`src/rtl/cache_axi_rd_bridge_pkg.sv`:
```
// Shared types and AXI constants for the instruction-cache AXI read bridge.
// Sits alongside the cache state definitions.
package cache_axi_rd_bridge_pkg;

    typedef enum logic [1:0] {
        BR_IDLE = 2'd0,
        BR_AR   = 2'd1,
        BR_R    = 2'd2,
        BR_DONE = 2'd3
    } br_state_e;

    localparam logic [7:0] ARLEN_LINE   = 8'd3;
    localparam logic [2:0] ARSIZE_WORD  = 3'b010;
    localparam logic [1:0] ARBURST_INCR = 2'b01;
    localparam logic [1:0] RESP_OKAY    = 2'b00;

    // 16-byte line base: drop the word/byte offset.
    function automatic logic [31:0] line_base(input logic [31:0] addr);
        return {addr[31:4], 4'b0000};
    endfunction

endpackage

```
`src/rtl/cache_axi_rd_bridge_if.sv`:
```
// Cache refill request/return plus AXI4 AR/R channels of the read bridge.
// master = the bridge; slave = cache and AXI slave side.
interface cache_axi_rd_bridge_if #(
    parameter int unsigned ID_W = 4
);
    logic            rd_req;
    logic [31:0]     rd_addr;
    logic            ret_valid;
    logic [127:0]    ret_data;
    logic            rd_err;

    logic [ID_W-1:0] arid;
    logic [31:0]     araddr;
    logic [7:0]      arlen;
    logic [2:0]      arsize;
    logic [1:0]      arburst;
    logic            arvalid;
    logic            arready;

    logic [ID_W-1:0] rid;
    logic [31:0]     rdata;
    logic [1:0]      rresp;
    logic            rlast;
    logic            rvalid;
    logic            rready;

    modport master (
        input  rd_req, rd_addr, arready, rid, rdata, rresp, rlast, rvalid,
        output ret_valid, ret_data, rd_err,
        output arid, araddr, arlen, arsize, arburst, arvalid, rready
    );

    modport slave (
        output rd_req, rd_addr, arready, rid, rdata, rresp, rlast, rvalid,
        input  ret_valid, ret_data, rd_err,
        input  arid, araddr, arlen, arsize, arburst, arvalid, rready
    );

endinterface

```
`src/rtl/cache_line_asm.sv`:
```
// Assembles four 32-bit R beats into a 128-bit cache line.
// The line holds its contents between bursts; only the beat counter is cleared.
module cache_line_asm (
    input  logic         clk,
    input  logic         rst,
    input  logic         clear,
    input  logic         beat_we,
    input  logic [31:0]  rdata,
    output logic [127:0] line,
    output logic         last_beat
);

    logic [31:0] words_q [4];
    logic [1:0]  beat_q;

    always_ff @(posedge clk) begin
        if (rst) begin
            for (int i = 0; i < 4; i++) begin
                words_q[i] <= '0;
            end
            beat_q <= 2'd0;
        end else if (clear) begin
            beat_q <= 2'd0;
        end else if (beat_we) begin
            words_q[beat_q] <= rdata;
            beat_q          <= beat_q + 2'd1;
        end
    end

    assign line      = {words_q[3], words_q[2], words_q[1], words_q[0]};
    assign last_beat = (beat_q == 2'd3);

endmodule

```
`src/rtl/cache_axi_rd_bridge.sv`:
```
// Refill bridge: one 4-beat INCR AXI4 read burst per cache miss, returns a 128-bit line.
// Define CACHE_AXI_RD_ERR_EN to enable the sticky rd_err response/rlast checker.
module cache_axi_rd_bridge
    import cache_axi_rd_bridge_pkg::*;
#(
    parameter int unsigned AXI_ID = 0,
    parameter int unsigned ID_W   = 4
) (
    input logic                   clk,
    input logic                   rst,
    cache_axi_rd_bridge_if.master bus
);

    br_state_e   state_q, state_d;
    logic [31:0] araddr_q;
    logic        load_addr;
    logic        clear;
    logic        beat_we;
    logic        last_beat;
    logic        id_match;
    logic [127:0] line;

    assign id_match = (bus.rid == ID_W'(AXI_ID));

    always_ff @(posedge clk) begin
        if (rst) begin
            state_q  <= BR_IDLE;
            araddr_q <= '0;
        end else begin
            state_q <= state_d;
            if (load_addr) begin
                araddr_q <= line_base(bus.rd_addr);
            end
        end
    end

    always_comb begin
        state_d   = state_q;
        load_addr = 1'b0;
        clear     = 1'b0;
        beat_we   = 1'b0;
        unique case (state_q)
            BR_IDLE: begin
                if (bus.rd_req) begin
                    load_addr = 1'b1;
                    clear     = 1'b1;
                    state_d   = BR_AR;
                end
            end
            BR_AR: begin
                if (bus.arready) begin
                    state_d = BR_R;
                end
            end
            BR_R: begin
                // Foreign-ID beats are still handshaken but never written.
                if (bus.rvalid && id_match) begin
                    beat_we = 1'b1;
                    if (last_beat) begin
                        state_d = BR_DONE;
                    end
                end
            end
            BR_DONE: begin
                state_d = BR_IDLE;
            end
            default: state_d = BR_IDLE;
        endcase
    end

    cache_line_asm u_line_asm (
        .clk       (clk),
        .rst       (rst),
        .clear     (clear),
        .beat_we   (beat_we),
        .rdata     (bus.rdata),
        .line      (line),
        .last_beat (last_beat)
    );

    assign bus.arid      = ID_W'(AXI_ID);
    assign bus.araddr    = araddr_q;
    assign bus.arlen     = ARLEN_LINE;
    assign bus.arsize    = ARSIZE_WORD;
    assign bus.arburst   = ARBURST_INCR;
    assign bus.arvalid   = (state_q == BR_AR);
    assign bus.rready    = (state_q == BR_R);
    assign bus.ret_valid = (state_q == BR_DONE);
    assign bus.ret_data  = line;

`ifdef CACHE_AXI_RD_ERR_EN
    logic err_q;
    logic beat_bad;

    // rlast must coincide exactly with the fourth accepted beat.
    assign beat_bad = (bus.rresp != RESP_OKAY) || (bus.rlast != last_beat);

    always_ff @(posedge clk) begin
        if (rst) begin
            err_q <= 1'b0;
        end else if (beat_we && beat_bad) begin
            err_q <= 1'b1;
        end
    end

    assign bus.rd_err = err_q;

    logic unused_addr;
    assign unused_addr = ^bus.rd_addr[3:0];
`else
    assign bus.rd_err = 1'b0;

    logic unused_in;
    assign unused_in = ^{bus.rd_addr[3:0], bus.rresp, bus.rlast};
`endif

endmodule

```
`src/flat_wrapper.sv`:
```
// flat-port wrapper written by rule: the top's interface ports become plain ports
module cache_axi_rd_bridge_flat import cache_axi_rd_bridge_pkg::*;
#(
    parameter int unsigned AXI_ID = 0,
    parameter int unsigned ID_W   = 4
)
  (clk, rst, bus_rd_req, bus_rd_addr, bus_arready, bus_rid, bus_rdata, bus_rresp, bus_rlast, bus_rvalid, bus_ret_valid, bus_ret_data, bus_rd_err, bus_arid, bus_araddr, bus_arlen, bus_arsize, bus_arburst, bus_arvalid, bus_rready);
  cache_axi_rd_bridge_if #(.ID_W(ID_W)) bus_i ();
  input logic clk;
  input logic rst;
  input wire logic [$bits(bus_i.rd_req)-1:0] bus_rd_req;
  input wire logic [$bits(bus_i.rd_addr)-1:0] bus_rd_addr;
  input wire logic [$bits(bus_i.arready)-1:0] bus_arready;
  input wire logic [$bits(bus_i.rid)-1:0] bus_rid;
  input wire logic [$bits(bus_i.rdata)-1:0] bus_rdata;
  input wire logic [$bits(bus_i.rresp)-1:0] bus_rresp;
  input wire logic [$bits(bus_i.rlast)-1:0] bus_rlast;
  input wire logic [$bits(bus_i.rvalid)-1:0] bus_rvalid;
  output wire logic [$bits(bus_i.ret_valid)-1:0] bus_ret_valid;
  output wire logic [$bits(bus_i.ret_data)-1:0] bus_ret_data;
  output wire logic [$bits(bus_i.rd_err)-1:0] bus_rd_err;
  output wire logic [$bits(bus_i.arid)-1:0] bus_arid;
  output wire logic [$bits(bus_i.araddr)-1:0] bus_araddr;
  output wire logic [$bits(bus_i.arlen)-1:0] bus_arlen;
  output wire logic [$bits(bus_i.arsize)-1:0] bus_arsize;
  output wire logic [$bits(bus_i.arburst)-1:0] bus_arburst;
  output wire logic [$bits(bus_i.arvalid)-1:0] bus_arvalid;
  output wire logic [$bits(bus_i.rready)-1:0] bus_rready;
  assign bus_i.rd_req = bus_rd_req;
  assign bus_i.rd_addr = bus_rd_addr;
  assign bus_i.arready = bus_arready;
  assign bus_i.rid = bus_rid;
  assign bus_i.rdata = bus_rdata;
  assign bus_i.rresp = bus_rresp;
  assign bus_i.rlast = bus_rlast;
  assign bus_i.rvalid = bus_rvalid;
  assign bus_ret_valid = bus_i.ret_valid;
  assign bus_ret_data = bus_i.ret_data;
  assign bus_rd_err = bus_i.rd_err;
  assign bus_arid = bus_i.arid;
  assign bus_araddr = bus_i.araddr;
  assign bus_arlen = bus_i.arlen;
  assign bus_arsize = bus_i.arsize;
  assign bus_arburst = bus_i.arburst;
  assign bus_arvalid = bus_i.arvalid;
  assign bus_rready = bus_i.rready;
  cache_axi_rd_bridge #(.AXI_ID(AXI_ID), .ID_W(ID_W)) u_core (.clk(clk), .rst(rst), .bus(bus_i));
endmodule
```
`config.mk`:
```
export PLATFORM = sky130hd
export DESIGN_NAME = cache_axi_rd_bridge_flat
export DESIGN_NICKNAME = d
export VERILOG_FILES = /design/src/rtl/cache_axi_rd_bridge_pkg.sv /design/src/rtl/cache_axi_rd_bridge_if.sv /design/src/rtl/cache_line_asm.sv /design/src/rtl/cache_axi_rd_bridge.sv /design/src/flat_wrapper.sv
export SDC_FILE = /design/constraint.sdc
export NUM_CORES = 1
export LEC_CHECK = 0
export ABC_AREA = 1
export CORE_MARGIN = 2
export CORE_UTILIZATION = 62
export CTS_CLUSTER_DIAMETER = 120
export DETAILED_ROUTE_END_ITERATION = 8
export DONT_BUFFER_PORTS = 1
export HOLD_SLACK_MARGIN = 0.08
export MAX_ROUTING_LAYER = met4
export PLACE_DENSITY_LB_ADDON = 0.15
export SLEW_MARGIN = 5
export SYNTH_ARGS = -nofsm -noshare
export SYNTH_HDL_FRONTEND = slang
export SYNTH_HIERARCHICAL = 1
export SYNTH_SLANG_ARGS = --single-unit
```
`constraint.sdc`:
```
create_clock -name clk -period 4.7 [get_ports clk]
set_input_delay 0.47 -clock clk [delete_from_list [all_inputs] [get_ports clk]]
set_output_delay 0.47 -clock clk [all_outputs]
set_load 0.01 [all_outputs]
```
# == Word-level counts from Yosys, hierarchy flattened ==
# Memories as Yosys holds them, arrays and structs flattened.
# Cells that the tools add are included.
# classes
n_reduce_logical,6
mux,18
addsub,1
eq_ne,8
# op_table
operator,n
2-to-1 mux 32 bit,1
OR reduction 32 bit,1
2-to-1 mux 1 bit,11
2-to-1 mux 2 bit,5
case mux 2 bit (4 select lines),1
== test 2 bit (second input constant),3
logical NOT 4 bit,1
!= test 2 x 1 -> 1 bit (second input constant),2
!= test 2 bit (second input constant),2
AND reduction 4 bit,1
adder 2 x 1 -> 2 bit (second input constant),1
== test 2 x 1 -> 1 bit (second input constant),1
logical NOT 2 bit,1
OR reduction 2 bit,1
logical AND 1 bit,1
# totals
n_memories,1
register_bits,32
ram_bits,128
elab_cells,37
out_inout_bits,181
inputBits,76
# memory_table
name,depth,width,read_ports,rd_ports_with_merged_regs,wr,line_no,rtl
u_core.u_line_asm.words_q,4,32,4,0,4,cache_line_asm.sv:13,logic [31:0] words_q [4];

# == Longest topological paths before layout ==
# Gate-level depths: netlist of run 1.
# logic_depth
ltp_word,10
depth_mapped,10
depth_no_buf,9

# == Hierarchy ==
# The synthesis of run 1 kept the hierarchy.
# modules_own_cells
mod,instances,seq_area_each_um2,area_each_um2,cells_each
cache_line_asm,1,3883.7,4837.1,328
cache_axi_rd_bridge,1,600.6,1378.8,181

# == Worst setup path after synthesis of run 1 ==
# OpenSTA, ideal clock, no wires.
# synth_path
path_type,register to register
startpoint,register u_core.state_q[0]
endpoint,memory u_core.u_line_asm.words_q[2][0] (enable)
slack_ns,0.629
required_time_ns,4.234
arrival_time_ns,3.606
stages_incl_launch_ff,8
n_path_buf,1
setup_ns,0.466
synth_period_minus_slack_ns,4.071
path_cell_list,dfxtp_1 -> inv_1 -> ha_1 -> inv_1 -> nor2_1 -> nand2_1 -> buf_2 -> o21ai_0
# synth_lines
element,line_no,rtl
from (decl),cache_axi_rd_bridge.sv:14,"br_state_e state_q, state_d;"
from (signal assigned),cache_axi_rd_bridge.sv:30,state_q <= state_d;
to (decl),cache_line_asm.sv:13,

==> results.py, run 1 <==
metrics = {
    "outcome": {
        "outcome": "finished, final reports clean",
    },
    "global_routing": {
        "grt_pass1_wl_mm": 19.35,
        "grt_antenna_before_repair": 0,
        "groute.usage.overall": 0.2456,
        "grt_pass1_vias": 3394,
        "grt-ovfl-total": 0,
        "grt_max_degree": 65,
    },
    "synth": {
        "ys.flop_type": "edfxtp_1",
        "async_flop_share": 0,
        "synth_area_um2": 6216,
        "synth_xor_area_frac": 0,
        "synth-edff-count": 128,
        "synth.distinct_cells": 24,
        "ys_ff_latch": 160,
        "syn_avg_cell_area_um2": 12.21,
        "ys_warn_count": 6,
        "synth_compound_area_frac": 0.02738,
        "synth_mux_area_frac": 0,
        "ys_seq_area_frac": 0.7214,
        "synthCells": 509,
        "synth_top_family_by_area": "simple AND/OR/NAND/NOR gates",
        "synthAdderAreaFrac": 0.01208,
        "synth-simple-area-share": 0.1570,
    },
    "setup_path": {
        "startpoint_type": "register",
        "path_max_fanout": 33,
        "crit_family": "simple AND/OR/NAND/NOR gates",
        "crit_cells": 9,
        "worst-path-buf-inv": 4,
        "r2r_start": "u_core/state_q[0]",
        "reg2reg_to": "u_core/u_line_asm/words_q[0][6]",
        "cpMaxStageDelayCell": "nand2_1",
        "cp_data_required_time_ns": 4.90,
        "worstPathCellList": "inv_1 > ha_1 > nand2_2 > inv_2 > nor2_4 > nand4_2 > buf_4 > nand2_1 > buf_4",
        "worst-r2r-cell-count": 9,
        "setup.worst_path.end_class": "register",
        "max_stage_delay_ns": 0.61,
        "crit_type": "reg -> reg",
        "r2r_slack_ns": 1.35,
        "cp.arrival_ns": 3.55,
        "cp_common_cell": "buf_4",
    },
    "timing": {
        "tightest_slew_ns": 1.106,
        "setup_violations": 0,
        "totalNegativeSetupSlack_ns": 0,
        "maxSlewHeadroom": 0.2598,
        "fin_worst_skew_ns": 0.006958,
        "rsz0062_at_grt": "no",
        "fmax_mhz": 298.8,
        "hold_violations": 0,
        "maxSlewViolCount": 0,
        "fin_crit_sh": 0.7120,
        "finalCriticalPeriod_ns": 3.347,
    },
    "clock_network": {
        "cts_buffers": 17,
        "root_buffer": "clkbuf_8",
        "worstSkewPairLatency_ns": 0.52,
        "path_clk_slew_ns": 0.06,
        "cts_max_level": 4,
        "cts_tree": "yes",
        "clock_path_buffers": 2,
        "cts.sinks": 160,
    },
    "floorplanning": {
        "die_area_um2": 10840,
        "fp-row-count": 36,
        "floorplan.die.height_um": 104.1,
        "initial_utilization": 0.6359,
        "core-area_um2": 9774,
        "die_w_um": 104.1,
        "io_pins": 257,
    },
    "min_path": {
        "hold_path_depth": 2,
        "min_to": "u_core/bus.araddr[7]",
        "hp-class": "in -> reg",
        "hold_path_startpoint": "bus_rd_addr[7]",
    },
    "power": {
        "ir_drop_mv": 0.3165,
        "p_int_uw": 2530,
        "switching_share": 0.2545,
        "combPwrFrac": 0.081,
        "p_leak_uw": 0.002680,
        "clkPwrFrac": 0.397,
        "p_sw_uw": 863.6,
        "power_uw": 3394,
        "p_seq_frac": 0.522,
        "p_per_area_nw_per_um2": 499.7,
    },
    "place": {
        "place_congestion": 0.7675,
        "io_buffer_count": 0,
        "place_area_um2": 6187,
        "place.detailed.hpwl_mm": 8.083,
    },
    "layout": {
        "syn2layout_area_growth_pct": 9.259,
        "fin_nets": 590,
        "diodes": 0,
        "final_area_um2": 6792,
        "final_util": 0.6948,
        "drive_gt1_frac": 0.1228,
    },
    "detailed_routing": {
        "dr.first_iter.drc_count": 175,
        "wl_per_cell_um": 19.17,
        "routed_wirelength_mm": 12.54,
        "drt_first_pass_iters": 7,
        "drc_errors": 0,
        "ant_nets": 0,
        "post_drt_via_cell_ratio": 5.381,
        "vias": 3519,
    },
    "flow_run": {
        "maxCapViolCount": 0,
    },
}
[synthesized netlist by cell type (2+ instances only)]
| cell | count | area (um2) |
|---|---|---|
| o21ai_0 | 25 | 125.1 |
| clkbuf_1 | 4 | 15.01 |
| buf_4 | 22 | 165.2 |
| buf_1 | 2 | 7.510 |
| ha_1 | 6 | 75.07 |
| nor2_1 | 157 | 589.3 |
| inv_1 | 46 | 172.7 |
| nor3_1 | 12 | 60.06 |
| nand2_1 | 15 | 56.30 |
| a21oi_1 | 3 | 15.01 |
| buf_2 | 12 | 60.06 |
| nor3_2 | 20 | 200.2 |
| conb_1 | 2 | 7.510 |
| o21ai_1 | 6 | 30.03 |
| nand3_1 | 3 | 15.01 |
| dfxtp_1 | 32 | 640.6 |
| edfxtp_1 | 128 | 3844 |
| nand4_2 | 2 | 25.02 |
| buf_6 | 7 | 78.83 |
[cell families after synthesis]
kind of cell	after synthesis
other	2
AND/OR/NAND/NOR	213
flip-flops	160
AO/OA/AOI/OAI	34
adder cells (fa/ha/maj)	6
buffers and inverters	94
[cells in the final DEF (no fill, tap or decap), types with 2 or more instances in the layout]
cell and count:
ha_1 6, o21ai_1 6, buf_4 5, clkinvlp_4 3, nand2_2 4, dfxtp_1 32, nand2_1 12, conb_1 22
dlygate4sd3_1 2, edfxtp_1 128, clkinv_4 3, clkbuf_1 2, a21oi_1 3, nor2_1 157, inv_1 46, nand4_2 2
o21ai_0 24, nor3_1 12, nor3_2 20, clkbuf_16 16, bufinv_16 3, nand3_1 3, clkinv_2 2
[timing repair]
| item | in CTS | in global routing |
|---|---|---|
| hold endpoints to repair | 2 | 0 |
| hold buffers | 2 | 0 |
| setup buffers | 0 | 0 |
| gates resized for setup | 0 | 0 |
[power groups by stage]
stage,sequential [uW],combinational (uW),clock (uW)
after floorplan,1770,260,0
after global placement,1800,257,0
after detailed placement,1800,269,0
after CTS,1770,273,1370
after global routing,1780,321,1430
final,1770,274,1350
[worst register-to-register path, cell delays in order, from the launching register on]
cell     delay [ns]
dfxtp_1        0.36
inv_1          0.10
ha_1           0.23
nand2_2        0.35
inv_2          0.33
nor2_4         0.26
nand4_2        0.10
buf_4          0.28
nand2_1        0.62
buf_4          0.40
[flip-flops by register name, summed over array words and instances, names as in the netlist]
| register | count |
|---|---|
| u_core/u_line_asm/words_q | 128 |
| u_core/bus.araddr | 28 |
| u_core/state_q | 2 |
| u_core/u_line_asm/beat_q | 2 |
[metrics by stage]
step / instances / worst slack, ns / hold WS [ns]
3_5_place_dp: 620 / 1.305 / 0.5270
5_1_grt: 654 / 1.050 / 0.09561
2_1_floorplan: 529 / 0.6288 / 0.5104
4_1_cts: 654 / 1.290 / 0.08262
3_3_place_gp: 620 / 1.379 / 0.5232
6_report: 654 / 1.353 / 0.1078
[metal layers]
metal | routed length [um] | track usage | share of wire | vias up
met3 | 1026 | 0.09336 | 0.082 | 11
met1 | 5016 | 0.2986 | 0.40 | 1683
met2 | 6344 | 0.3835 | 0.51 | 190
met4 | 150 | 0.08012 | 0.012 | 0
met5 | 0 | - | 0 | -
li1 | - | - | - | 1635
[worst max-delay path by stage]
stage,slack [ns],end,startpoint
floorplan,0.63,u_core/u_line_asm/words_q[2][0],u_core/state_q[0]
global placement,1.38,u_core/u_line_asm/words_q[0][3],u_core/state_q[0]
detailed placement,1.31,u_core/u_line_asm/words_q[0][8],u_core/state_q[0]
CTS,1.29,u_core/u_line_asm/words_q[0][6],u_core/state_q[0]
global route,1.05,u_core/u_line_asm/words_q[0][6],u_core/state_q[0]
finish,1.35,u_core/u_line_asm/words_q[0][6],u_core/state_q[0]
[area by class of cell]
cell class	instances	area (um2)
flip-flops and latches	160	4484
clock inverters	13	162.7
repair buffers	7	57.56
fillers	693	2983
multi-input cells	275	1323
well taps	133	166.4
inverters	47	176.4
clock buffers	19	421.7
(Power assumes the default switching activity.)
==> run 2, diff against run 1 <==
- ABC_AREA: 1 -> 0
- clock period: 4.7 -> 3.4 ns (I/O delays scaled with it)
==> run 2 against run 1 <==
Against the previous run: maximum frequency increased by 22%; final cell count increased by 2.3%; critical path type unchanged; highest routed layer unchanged; design area is 4.9% higher; wire length up 9.6%; clock power grew 36%.
==> results.py, run 2 <==
metrics = {
    "layout": {
        "final_common_cell": "edfxtp_1",
        "syn2layout_area_growth_pct": 14.25,
        "fin_nets": 605,
        "largest_reg_flops": 128,
        "drive_gt1_frac": 0.1549,
        "top_register": "u_core/u_line_asm/words_q",
        "diodes": 0,
        "mostFrequentLayoutCells": "128 x edfxtp_1, 100 x nor2_1, 58 x nand2_1",
        "final_util": 0.7289,
        "fill_cells": 628,
    },
    "synth": {
        "synth-edff-count": 128,
        "ys.flop_type": "edfxtp_1",
        "synthCells": 496,
        "synthMostInstantiatedCell": "edfxtp_1",
        "synth_top_cell_by_area": "edfxtp_1",
        "syn_avg_cell_area_um2": 12.57,
        "async_flop_share": 0,
        "synth.distinct_cells": 32,
        "synth_commonest_cells": "128 x edfxtp_1, 100 x nor2_1, 58 x nand2_1, 33 x nand2b_1, 32 x dfxtp_1",
        "ys_ff_latch": 160,
        "yosys-top-cells-area": "edfxtp_1 62%, dfxtp_1 10%, nor2_1 6.0%, nand2_1 3.5%, nand2b_1 3.3%",
        "ys_seq_area_frac": 0.7191,
        "synth_top_area_frac": 0.6164,
        "synth_area_um2": 6236,
        "ys_warn_count": 6,
    },
    "global_routing": {
        "grt_max_degree": 52,
        "grt_antenna_before_repair": 0,
        "grt_pass1_wl_mm": 21.23,
        "grt_pass1_vias": 3811,
        "groute.usage.overall": 0.2678,
        "grt-ovfl-total": 0,
    },
    "setup_path": {
        "path_max_fanout": 25,
        "startpoint_type": "register",
        "worstPathCellList": "inv_1 > ha_1 > and4b_1 > or4b_2 > buf_4 > nor2_2",
        "worst-path-buf-inv": 2,
        "crit_family": "simple AND/OR/NAND/NOR gates",
        "setup.worst_path.end_class": "register",
        "max_stage_delay_ns": 0.81,
        "crit_type": "reg -> reg",
        "cp_data_required_time_ns": 3.77,
        "cp.arrival_ns": 3.12,
        "cpMaxStageDelayCell": "or4b_2",
    },
    "floorplanning": {
        "io_pins": 257,
        "die_w_um": 104.3,
        "floorplan.die.height_um": 104.3,
        "fp-row-count": 36,
        "die_area_um2": 10880,
        "core-area_um2": 9774,
        "initial_utilization": 0.6380,
    },
    "detailed_routing": {
        "dr.first_iter.drc_count": 215,
        "wl_per_cell_um": 20.55,
        "vias": 3721,
        "drc_errors": 0,
        "routed_wirelength_mm": 13.75,
        "post_drt_via_cell_ratio": 5.562,
        "drt_first_pass_iters": 5,
        "ant_nets": 0,
    },
    "clock_network": {
        "clock_path_buffers": 2,
        "cts_max_level": 4,
        "cts.sinks": 160,
        "cts_tree": "yes",
        "worstSkewPairLatency_ns": 0.52,
        "path_clk_slew_ns": 0.06,
        "post_cts_buffers": 0,
        "post_cts_resize_count": 0,
        "root_buffer": "clkbuf_8",
        "cts_buffers": 17,
    },
    "power": {
        "p_leak_uw": 0.002628,
        "p_per_area_nw_per_um2": 679.6,
        "ir_drop_mv": 0.3890,
    },
    "outcome": {
        "outcome": "finished, final reports clean",
    },
    "place": {
        "io_buffer_count": 0,
        "place.detailed.hpwl_mm": 8.686,
        "place_congestion": 0.8282,
    },
    "timing": {
        "rsz0062_at_grt": "no",
        "maxSlewViolCount": 0,
        "tightest_slew_ns": 1.224,
        "fin_crit_sh": 0.8076,
        "fmax_mhz": 364.2,
        "maxSlewHeadroom": 0.1812,
        "setup_violations": 0,
        "finalCriticalPeriod_ns": 2.746,
        "fin_worst_skew_ns": 0.007330,
        "totalNegativeSetupSlack_ns": 0,
        "hold_violations": 0,
    },
    "min_path": {
        "hp-class": "in -> reg",
    },
    "flow_run": {
        "maxCapViolCount": 0,
    },
}
==> run 2: worst register-to-register path, stage by stage (launching register included) <==
cell     delay, ns
dfxtp_1       0.34
inv_1         0.12
ha_1          0.33
and4b_1       0.50
or4b_2        0.81
buf_4         0.34
nor2_2        0.16
==> run 2: report_power, final <==
group | internal, uW | switching [uW]
clock network | 1060 | 768
registers | 2240 | 141
logic | 206 | 430
==> run 2: stage by stage <==
stage | power, uW | area (um2) | instances | hold slack, ns | setup WS (ns)
final | 4841 | 7124 | 669 | 0.1161 | 0.6541
after global routing | 5036 | 7124 | 669 | 0.1258 | 0.5256
after CTS | 4860 | 7124 | 669 | 0.09120 | 0.6318
after detailed placement | 3012 | 6262 | 608 | 0.4112 | 0.6519
after global placement | 2982 | 6262 | 608 | 0.4091 | 0.7295
after floorplan | 2883 | 6311 | 516 | 0.4760 | 0.9145
==> run 2: final timing paths <==
path                          from                                to  slack (ns)  cells past startpoint
max              u_core/state_q[0]   u_core/u_line_asm/words_q[0][8]        0.65                      6
min                  bus_rdata[31]  u_core/u_line_asm/words_q[3][31]        0.12                      2
max reg2reg      u_core/state_q[0]   u_core/u_line_asm/words_q[0][8]        0.65                      6
min reg2reg  u_core/bus.araddr[19]             u_core/bus.araddr[19]        0.51                      2
==> run 2: timing repair <==
item                                    4_1_cts  5_1_grt
endpoints found under the setup margin        0        0
hold endpoints to repair                     32        0
hold buffers                                 29        0
==> run 2: cell families (layout without fill, tap and decap cells) <==
family	Yosys count	after routing	share of synthesized area
AOI/OAI and AO/OA	38	38	0.03933
xor gates and xnor gates	1	1	0.001405
adders and majority gates	6	6	0.01204
buffers and inverters	56	76	0.05317
DFF	160	160	0.7191
muxes	1	1	0.001605
other	2	22	0.001204
and+or+nand+nor	232	232	0.1721
==> run 2: per-layer routing <==
layer	routed length [um]	up-vias	track usage
li1	-	1673	-
met1	5006	1783	0.3051
met2	7027	238	0.4365
met3	1396	27	0.09085
met4	317	0	0.1091
met5	0	-	-
==> run 2: layout make-up <==
cell class	instances	area [um2]	area share
Clock buffer	18	417.9	0.05866
Clock inverter	14	153.9	0.02160
Inverter	5	18.77	0.002634
Multi-Input combinational cell	300	1505	0.2113
Sequential cell	160	4484	0.6294
Tap cell	133	166.4	0.02336
Timing Repair Buffer	39	377.9	0.05304
==> run 3, diff against run 2 <==
- clock period: 3.4 -> 2.6 ns (I/O delays scaled with it)
==> run 3 against run 2 <==
Against the previous run: register-to-register slack lost 0.37 ns; critical path depth up 2; combinational power grew 40%; maximum frequency increased by 19%; clock skew grew 0.0015 ns; largest power group unchanged; highest routed layer unchanged; clock-buffer cell count up 3; power rose by 35%.
==> results.py, run 3 (synthesis gave the netlist of run 2 again) <==
metrics = {
    "clock_network": {
        "path_clk_slew_ns": 0.07,
        "cts.sinks": 160,
        "post_cts_buffers": 0,
        "worstSkewPairLatency_ns": 0.52,
        "root_buffer": "clkbuf_8",
        "clock_path_buffers": 2,
        "cts_buffers": 17,
        "cts_tree": "yes",
        "cts_max_level": 4,
    },
    "setup_path": {
        "startpoint_type": "register",
        "cp.arrival_ns": 2.78,
        "cp_data_required_time_ns": 3.07,
        "path_max_fanout": 46,
        "crit_type": "reg -> reg",
        "setup.worst_path.end_class": "register",
    },
    "layout": {
        "fill_cells": 571,
        "mostFrequentLayoutCells": "128 x edfxtp_1, 100 x nor2_1, 60 x dlygate4sd3_1",
        "diodes": 0,
        "top_register": "u_core/u_line_asm/words_q",
        "drive_gt1_frac": 0.1536,
        "syn2layout_area_growth_pct": 21.27,
        "fin_nets": 642,
        "final_common_cell": "edfxtp_1",
        "largest_reg_flops": 128,
    },
    "power": {
        "p_per_area_nw_per_um2": 865.0,
        "p_leak_uw": 0.002811,
        "ir_drop_mv": 0.6827,
    },
    "global_routing": {
        "grt_pass1_vias": 3963,
        "grt_pass1_wl_mm": 22.27,
        "grt-ovfl-total": 0,
        "groute.usage.overall": 0.2808,
        "grt_max_degree": 47,
        "grt_antenna_before_repair": 0,
    },
    "timing": {
        "fin_worst_skew_ns": 0.008855,
        "hold_violations": 0,
        "maxSlewViolCount": 0,
        "maxSlewHeadroom": 0.2125,
        "rsz0062_at_grt": "no",
        "fmax_mhz": 431.6,
        "fin_crit_sh": 0.8912,
        "holdWs_ns": 0.09715,
        "totalNegativeSetupSlack_ns": 0,
        "setup_ws_ns": 0.2830,
        "setup_violations": 0,
        "tightest_slew_ns": 1.177,
        "finalCriticalPeriod_ns": 2.317,
    },
    "place": {
        "place.detailed.hpwl_mm": 8.983,
        "place_congestion": 0.8092,
        "pre_cts_slack_ns": 0.3282,
        "io_buffer_count": 0,
    },
    "outcome": {
        "outcome": "finished, final reports clean",
    },
    "floorplanning": {
        "initial_utilization": 0.6380,
        "die_w_um": 104.3,
        "core-area_um2": 9774,
        "die_area_um2": 10880,
        "fp-row-count": 36,
        "floorplan.die.height_um": 104.3,
        "io_pins": 257,
    },
    "detailed_routing": {
        "post_drt_via_cell_ratio": 5.561,
        "drc_errors": 0,
        "drt_first_pass_iters": 5,
        "vias": 3926,
        "wl_per_cell_um": 20.51,
        "ant_nets": 0,
        "routed_wirelength_mm": 14.48,
        "dr.first_iter.drc_count": 201,
    },
    "min_path": {
        "hp-class": "in -> reg",
    },
    "flow_run": {
        "maxCapViolCount": 0,
    },
}
## run 3: path summary, 6_finish.rpt
kind	start	to	slack (ns)	depth (start not counted)
max	u_core/state_q[1]	u_core/bus.araddr[10]	0.28	8
min	bus_rdata[13]	u_core/u_line_asm/words_q[3][13]	0.1	2
max reg2reg	u_core/state_q[1]	u_core/bus.araddr[10]	0.28	8
min reg2reg	u_core/bus.araddr[18]	u_core/bus.araddr[18]	0.51	2
## run 3: per-layer routing
layer	share of wire	vias to the layer above	wire length, um	GRT usage
met5	0	-	0	-
met4	0.027	0	388	0.1187
met3	0.088	30	1278	0.09586
met2	0.51	260	7397	0.4599
met1	0.37	1889	5416	0.3154
li1	-	1747	-	-
## run 3: critical path, stage by stage (launching register included)
cell           delay, ns
dfxtp_1             0.33
inv_1               0.13
ha_1                0.24
nand2_1             0.11
inv_2               0.26
buf_6               0.34
nand2_1             0.11
a21oi_1             0.14
dlygate4sd3_1       0.58
## run 3: where the power goes
part / internal (uW) / switching (uW)
Sequential: 2930 / 185
Combinational: 314 / 579
Clock: 1550 / 987
Total: 4790 / 1750
## run 3: what timing repair did
| item | CTS | global route |
|---|---|---|
| hold buffers | 60 | 0 |
| gates resized for setup | 0 | 1 |
| hold endpoints to repair | 114 | 0 |
| setup endpoints to repair | 0 | 1 |
## run 3: layout make-up
type	instances	area [um2]	share of cell area
clock buffer	21	459.2	0.06072
clock inverter	11	153.9	0.02035
inverter	5	18.77	0.002482
multi-input combinational	300	1505	0.1990
sequential	160	4484	0.5930
tap	133	166.4	0.02201
timing repair buffer	76	774.5	0.1024
## run 3: per-stage QoR
step / util / std cells / total power [uW] / cell area, um2
finish: 0.7737 / 706 / 6541 / 7562
global route: 0.7737 / 706 / 6784 / 7562
CTS: 0.7733 / 706 / 6552 / 7559
detailed placement: 0.6491 / 614 / 3950 / 6345
global placement: 0.6491 / 614 / 3907 / 6345
floorplan: - / 516 / 3770 / 6311
